--- src/rtl/debug_pkg.sv ---
// debug_pkg: shared FSM states and default frame geometry for the debug dump engine
package debug_pkg;
  localparam int NBITS_DEF = 32;
  localparam int N_REGS_DEF = 32;
  localparam int DM_WORDS_DEF = 32;
  localparam int RF_ADDR_W_DEF = 5;
  localparam int DM_ADDR_W_DEF = 32;
  localparam int RF_BASE = 2;
  localparam int DM_BASE = RF_BASE + N_REGS_DEF;
  localparam int WORDS_TOTAL = 2 + N_REGS_DEF + DM_WORDS_DEF;
  localparam int BYTES_PER_WORD = NBITS_DEF / 8;
  typedef enum logic [2:0] {
    S_IDLE,
    S_SETADDR,
    S_LATCH,
    S_TXBYTE,
    S_WAITTX,
    S_DONE,
    S_WAITLOW
  } state_t;
endpackage

--- src/rtl/dbg_word_serializer.sv ---
// dbg_word_serializer: splits a loaded word into MSB-first bytes (in: load/word/start/ack; out: tx_start/tx_data/word_done)
module dbg_word_serializer #(
  parameter int NBITS = 32
) (
  input  logic             clk,
  input  logic             rst,
  input  logic             load,
  input  logic [NBITS-1:0] word,
  input  logic             start,
  input  logic             ack,
  output logic             tx_start,
  output logic [7:0]       tx_data,
  output logic             word_done
);
  localparam int BPW = NBITS / 8;
  localparam int BW = BPW > 1 ? $clog2(BPW) : 1;
  logic [NBITS-1:0] shift_q, shift_d;
  logic [BW-1:0] byte_q, byte_d;
  logic [7:0] tx_data_q, tx_data_d;
  logic tx_start_q;
  logic last;
  assign last = byte_q == BW'(BPW - 1);
  assign word_done = ack && last;
  assign tx_start = tx_start_q;
  assign tx_data = tx_data_q;
  always_comb begin
    shift_d = load ? word : (ack && !last) ? shift_q << 8 : shift_q;
    byte_d = load ? '0 : (ack && !last) ? byte_q + 1'b1 : byte_q;
    tx_data_d = start ? shift_q[NBITS-1 -: 8] : tx_data_q;
  end
  always_ff @(posedge clk) begin
    if (rst) begin
      shift_q <= '0;
      byte_q <= '0;
      tx_data_q <= '0;
      tx_start_q <= 1'b0;
    end else begin
      shift_q <= shift_d;
      byte_q <= byte_d;
      tx_data_q <= tx_data_d;
      tx_start_q <= start;
    end
  end
endmodule

--- src/rtl/debug_tx_sequencer.sv ---
// debug_tx_sequencer: dumps PC, cycles, RF and DM as MSB-first bytes to uart_tx on send_flag (out: rf/dm_addr, tx_start/tx_data, send_done, busy)
module debug_tx_sequencer
  import debug_pkg::*;
#(
  parameter int NBITS = NBITS_DEF,
  parameter int N_REGS = N_REGS_DEF,
  parameter int RF_ADDR_W = RF_ADDR_W_DEF,
  parameter int DM_WORDS = DM_WORDS_DEF,
  parameter int DM_ADDR_W = DM_ADDR_W_DEF
) (
  input  logic                 clk,
  input  logic                 reset,
  input  logic                 send_flag,
  input  logic                 tx_done,
  input  logic [NBITS-1:0]     pc_val,
  input  logic [NBITS-1:0]     cycle_cnt,
  input  logic [NBITS-1:0]     rf_data,
  input  logic [NBITS-1:0]     dm_data,
  output logic [RF_ADDR_W-1:0] rf_addr,
  output logic [DM_ADDR_W-1:0] dm_addr,
  output logic                 tx_start,
  output logic [7:0]           tx_data,
  output logic                 send_done,
  output logic                 busy
);
  localparam int WORDS = 2 + N_REGS + DM_WORDS;
  localparam int DM_LO = RF_BASE + N_REGS;
  localparam int WW = $clog2(WORDS);
  state_t state_q, state_d;
  logic [WW-1:0] word_idx_q, word_idx_d;
  logic [31:0] idx;
  logic [NBITS-1:0] word;
  logic in_rf, in_dm, load, start, ack, word_done;
  assign idx = 32'(word_idx_q);
  assign in_rf = idx >= RF_BASE && idx < DM_LO;
  assign in_dm = idx >= DM_LO;
  assign rf_addr = in_rf ? RF_ADDR_W'(idx - RF_BASE) : '0;
  assign dm_addr = in_dm ? DM_ADDR_W'(idx - DM_LO) : '0;
  assign word = idx == 0 ? pc_val : idx == 1 ? cycle_cnt : in_rf ? rf_data : dm_data;
  assign busy = state_q != S_IDLE;
  assign send_done = state_q == S_DONE;
  assign ack = tx_done && state_q == S_WAITTX;
  assign load = state_q == S_LATCH;
  assign start = state_q == S_TXBYTE;
  dbg_word_serializer #(.NBITS(NBITS)) u_ser (
    .clk       (clk),
    .rst       (reset),
    .load      (load),
    .word      (word),
    .start     (start),
    .ack       (ack),
    .tx_start  (tx_start),
    .tx_data   (tx_data),
    .word_done (word_done)
  );
  always_comb begin
    state_d = state_q;
    word_idx_d = word_idx_q;
    case (state_q)
      S_IDLE: begin
        state_d = send_flag ? S_SETADDR : S_IDLE;
        word_idx_d = '0;
      end
      S_SETADDR: state_d = S_LATCH;
      S_LATCH: state_d = S_TXBYTE;
      S_TXBYTE: state_d = S_WAITTX;
      S_WAITTX: begin
        if (ack) state_d = !word_done ? S_TXBYTE : idx == WORDS - 1 ? S_DONE : S_SETADDR;
        if (word_done && idx != WORDS - 1) word_idx_d = word_idx_q + 1'b1;
      end
      S_DONE: state_d = S_WAITLOW;
      S_WAITLOW: state_d = send_flag ? S_WAITLOW : S_IDLE;
      default: state_d = S_IDLE;
    endcase
  end
  always_ff @(posedge clk) begin
    if (reset) begin
      state_q <= S_IDLE;
      word_idx_q <= '0;
    end else begin
      state_q <= state_d;
      word_idx_q <= word_idx_d;
    end
  end
endmodule

--- config.mk ---
export PLATFORM = sky130hd
export DESIGN_NAME = debug_tx_sequencer
export DESIGN_NICKNAME = d
export VERILOG_FILES = /design/src/rtl/debug_pkg.sv /design/src/rtl/dbg_word_serializer.sv /design/src/rtl/debug_tx_sequencer.sv
export SDC_FILE = /design/constraint.sdc
export NUM_CORES = 1
export LEC_CHECK = 0
export CORE_AREA = 2 2 100 102
export CTS_CLUSTER_DIAMETER = 80
export DETAILED_ROUTE_END_ITERATION = 8
export DIE_AREA = 0 0 102 104
export HOLD_SLACK_MARGIN = 0.06
export MAX_ROUTING_LAYER = met4
export PLACE_DENSITY = 0.8
export SETUP_SLACK_MARGIN = 0.2
export SYNTH_ARGS = -nofsm -noshare
export SYNTH_HDL_FRONTEND = slang
export SYNTH_HIERARCHICAL = 1
export SYNTH_SLANG_ARGS = --single-unit
--- constraint.sdc ---
create_clock -name clk -period 3.6 [get_ports clk]
set_input_delay 0.36 -clock clk [delete_from_list [all_inputs] [get_ports clk]]
set_output_delay 0.36 -clock clk [all_outputs]
set_load 0.02 [all_outputs]
Yosys cells after proc, flatten, opt, wreduce, memory -nomap -nowiden

Cells that the tools add are included.

Add/sub/neg operators: 4
Multiply operators: 0
Divide/modulo/power cells: 0
Order comparisons: 3
Eq/ne operators: 12
Shift operators: 0
Multiplexer cells: 15
Bitwise gates (word level): 0
Reductions and logical operators: 13

Operator list:

| operator                                                           | number |
|---|---|
| two-way mux 32 bit                                                 | 6 |
| logical NOT 32 bit                                                 | 1 |
| case mux 3 bit (7 select lines)                                    | 1 |
| case mux 7 bit (2 select lines)                                    | 1 |
| two-way mux 3 bit                                                  | 4 |
| == test 3 bit (second input constant)                              | 3 |
| subtractor 7 x 6 -> 8 bit (second input constant)                  | 1 |
| adder 7 x 1 -> 7 bit (second input constant)                       | 1 |
| == test 7 x 1 -> 1 bit (second input constant)                     | 1 |
| == test 7 bit (second input constant)                              | 1 |
| greater-or-equal comparator 7 x 2 -> 1 bit (second input constant) | 1 |
| greater-or-equal comparator 7 x 6 -> 1 bit (second input constant) | 1 |
| < comparator 7 x 6 -> 1 bit (second input constant)                | 1 |
| two-way mux 7 bit                                                  | 1 |
| != test 7 bit (second input constant)                              | 1 |
| == test 3 x 2 -> 1 bit (second input constant)                     | 2 |
| logical AND 1 bit                                                  | 5 |
| two-way mux 5 bit                                                  | 1 |
| subtractor 5 x 2 -> 5 bit (second input constant)                  | 1 |
| != test 2 x 1 -> 1 bit (second input constant)                     | 2 |
| nonzero test 2 bit                                                 | 2 |
| == test 3 x 1 -> 1 bit (second input constant)                     | 1 |
| logical NOT 3 bit                                                  | 1 |
| nonzero test 3 bit                                                 | 1 |
| 6 further kinds                                                    | 6 |

Bits in registers: 53
Bits in latches: 0
Bits in writable memories: 0
Memory bits (read-only): 0
Input port bits: 132
Output and inout bits: 48
Logic and storage cells: 53
Memories kept: 0

Depth between registers and ports, before layout

Word-level depth: 6
Gate-level depth with buffers: 9
Gate-level depth less buffers: 8

Modules after synthesis

The synthesis kept the hierarchy.

By module, submodules not included:

| module              | times used | cells each | area an instance (um^2) | sequential area each (um^2) |
|---|---|---|---|---|
| dbg_word_serializer | 1          | 209        | 1956.9                  | 860.8 |
| debug_tx_sequencer  | 1          | 289        | 1931.9                  | 200.2 |

Worst setup path after synthesis

OpenSTA, ideal clock, no wires.

Kind: register -> output
From: register word_idx_q[1]
To: output port dm_addr[10]
Arrival time: 3.369 ns
Required time: 3.240 ns
Path slack: -0.129 ns
Cell stages (with the launch flop): 6
Buffers on the path: 1
Cell sequence: dfxtp_1 > inv_1 > ha_1 > or3b_4 > a211oi_1 > buf_4

Cells in the longest elaborated chain, start to end: 2
Elaborated cells on any way between the ends: 3
Those cells by class: 1 x add/sub; 1 x order compare; 1 x mux

RTL lines:

| element                                                                                        | RTL line                                           | RTL |
|---|---|---|
| from (decl)                                                                                    | debug_tx_sequencer.sv:30                           | `logic [WW-1:0] word_idx_q, word_idx_d;` |
| from (signal assigned)                                                                         | debug_tx_sequencer.sv:82                           | `word_idx_q <= word_idx_d;` |
| subtractor 7 x 6 -> 8 bit / greater-or-equal comparator 7 x 6 -> 1 bit (equally long branches) | debug_tx_sequencer.sv:38, debug_tx_sequencer.sv:36 |  |
| two-way mux 32 bit (*)                                                                         | debug_tx_sequencer.sv:38                           | `assign dm_addr = in_dm ? DM_ADDR_W'(idx - DM_LO) : '0;` |
| to (decl)                                                                                      | debug_tx_sequencer.sv:20                           | `output logic [DM_ADDR_W-1:0] dm_addr,` |

Every way passes the cells marked *; elsewhere a longest branch is shown, timed or not.

Worst setup path in the final report

Ends and elaborated chain as after synthesis.

==> results.tsv <==
metric	value	unit
power_frac_seq	0.471	
path_max_fanout	12	
power.total	1.368	mW
tns	0	ns
floorplan.die_area	10610	um^2
cts_tree	yes	
start_kind	flop	
crit_path_top_delay_cell	clkdlybuf4s50_1	
worstPathArrival	2.84	ns
period_share	0.8900	
hold_start	u_ser/shift_q[5]	
slew_headroom	0.2517	
cts-root-buf	clkbuf_8	
grtUsageTotal	0.2364	
area_delta_synth_final	44.66	%
vias_per_cell	5.524	
grt-ovfl-total	0	
yosysSeqAreaShare	0.2728	
status	finished, final reports clean	
pwr-share-clk	0.284	
ant_nets	0	
firstDrtPassIters	4	
setup-violations-final	0	
ios	180	
endpoint_kind	output port	
h-tree-depth	2	
synth.area.top_cells	dfxtp_1, nand2_1, a2111oi_2	
ys_seq_elements	53	
min_path_cells	2	
routabilityCongestion	0.8690	
swShare	0.2520	
ir_drop	0.0001612	V
route.detailed.drc	0	
port_buffers	179	
die_x	102	um
min_to	u_ser/shift_q[5]	
crit_path_start	word_idx_q[1]	
worstPathCellList	ha_1 > nand2b_1 > o31ai_1 > a21oi_1 > a211oi_2 > clkdlybuf4s50_1	
r2r_end	u_ser/shift_q[18]	
pre_cts_slack	0.2874	ns
final_cell_area	5625	um^2
fin_ws	0.3958	ns
path_class	reg -> out	
dpl.hpwl	9602	um
core-area	9549	um^2
finalHoldViolCount	0	
synthFlopType	dfxtp_1	
hp-class	reg -> reg	
netlist_area	3889	um^2
cpLargestDelayFamily	compound AO/OA/AOI/OAI gates	
routed_wl	12890	um
synth_top_area_share	0.2728	
ys_warn_count	6	
netlist_instances	498	
wl_per_cell	16.98	um
cap_violations	0	
synth_common_cells	nand2_1, nor3_1, dfxtp_1	
critical_path_required	3.24	ns
rrSetupSlack	0.56	ns
final_nets	766	
numCtsBuffers	5	
power.leakage	2.048	nW
n_antenna_cell	0	
worstMarginPinSlew	1.122	ns
rr_startpoint	word_idx_q[1]	
grt_max_degree	91	
worstPathBufferInverterCount	1	
drtIter0Drc	209	
post-synth-top-count-cell	nand2_1	
rsz0062_at_grt	no	
rows	36	
slowest_delay	0.74	ns
grt_pass1_vias	3939	
cts.clk_slew.worst_paths	0.09	ns
syn_nets	638	
power_switching	344.8	uW
vias	4193	
min_period	3.204	ns
clockBufferDepth	2	
worstRegToRegCells	8	
antenna_found_initial	0	
yosysUniqueCellTypes	49	
final_layout_size_suffix_gt1_frac	0.08466	
clkSinkCount	53	
drv_slew	0	
syn_area_per_cell	7.809	um^2
synthArstFlopShare	0	
initial_core_util	0.4072	
fmax	312.1	MHz
die-height	104	um
synth_edf_count	0	
finalClockSkew	0.004293	ns
place_area	5502	um^2
p_comb_frac	0.245	
worstSkewPairLatency	0.30	ns
power_per_cell_area	243.2	nW/um^2
synth_largest_area_cell	dfxtp_1	
grt_pass1_wl	19460	um
p_int	1.023	mW
## metal layers
layer  vias to the layer above  routed length [um]  share of wire  track usage
met2                       198                6334           0.49       0.4112
met1                      1924                5369           0.42       0.2796
li1                       2053                   -              -            -
met5                         -                   0              0            -
met3                        18                 950          0.074      0.03495
met4                         0                 235          0.018      0.06857
## per-stage QoR
stage          std cells  hold WS [ns]    util
6_report             759        0.4960  0.5891
3_3_place_gp         751        0.4734  0.5761
5_1_grt              759        0.5205  0.5891
4_1_cts              758        0.4945  0.5878
2_1_floorplan        498        0.4515       -
3_5_place_dp         751        0.4775  0.5761
## cell type report
| cell class | count | area [um^2] |
|---|---|---|
| Timing Repair Buffer | 192 | 1897 |
| Clock inverter | 2 | 35.03 |
| Inverter | 30 | 112.6 |
| Clock buffer | 5 | 68.82 |
| Fill cell | 876 | 3924 |
| Sequential cell | 53 | 1061 |
| Tap cell | 133 | 166.4 |
| Multi-Input combinational cell | 344 | 2285 |
## state kept, by name, indices dropped and copies added (netlist names)
register / cells
state_q: 3
u_ser/byte_q: 2
u_ser/shift_q: 32
u_ser/tx_data: 8
u_ser/tx_start: 1
word_idx_q: 7
## worst reg2reg max path: cells and delay by family, from the launching register on
| kind | cells | cell delay [ns] |
|---|---|---|
| AND/OR/NAND/NOR | 1 | 0.46 |
| flip-flops | 1 | 0.37 |
| buffers and inverters | 2 | 0.23 |
| AO/OA/AOI/OAI | 4 | 1.62 |
| adder cells (fa/ha/maj) | 1 | 0.20 |
## power groups by stage
stage / sequential (mW) / clock [mW] / combinational, mW
after global routing: 0.649 / 0.420 / 0.361
after floorplan: 0.648 / 0 / 0.162
final: 0.644 / 0.389 / 0.335
after global placement: 0.657 / 0 / 0.328
after detailed placement: 0.658 / 0 / 0.333
after CTS: 0.645 / 0.397 / 0.335
## layout by cell type, fill, tap and decap left out, types with 2 or more instances in the layout
master,instances
a21oi_1,17
nor2_1,29
a2111oi_0,5
and3_1,2
ha_1,8
mux2i_1,10
xnor2_1,5
nand3_1,4
clkdlybuf4s50_1,178
o32ai_1,32
nand2b_1,4
inv_1,30
o21a_1,2
nand4_1,2
a2111oi_2,19
nor3_1,55
and3b_1,2
clkbuf_8,5
and2_1,3
buf_4,12
dfxtp_1,53
a31oi_1,32
nand2_1,79
nand3b_1,8
nor2b_1,2
## timing repair
| item | CTS | global route |
|---|---|---|
| setup buffers | 0 | 0 |
| pin swaps | 0 | 1 |
| gates cloned | 0 | 1 |
| endpoints found under the setup margin | 25 | 25 |
| gates resized for setup | 1 | 0 |
| hold buffers | 0 | 0 |
## how the worst max path moves through the flow
stage	to	slack (ns)	depth (start not counted)
2_1_floorplan	dm_addr[10]	0.72	5
3_3_place_gp	dm_addr[28]	0.46	5
3_5_place_dp	dm_addr[19]	0.29	5
4_1_cts	dm_addr[28]	0.28	5
5_1_grt	dm_addr[29]	0.21	6
6_report	dm_addr[10]	0.40	6
## cell families (layout without fill, tap and decap cells)
kind of cell,after synthesis,count (layout),synth area share
AO/OA/AOI/OAI,122,123,0.2767
XOR/XNOR,5,5,0.01126
adder cells (fa/ha/maj),8,8,0.02574
buffers and inverters,102,229,0.1474
flip-flops,53,53,0.2728
multiplexers,10,10,0.02574
AND/OR/NAND/NOR,198,198,0.2403
Power figures use the tool's default switching activity.
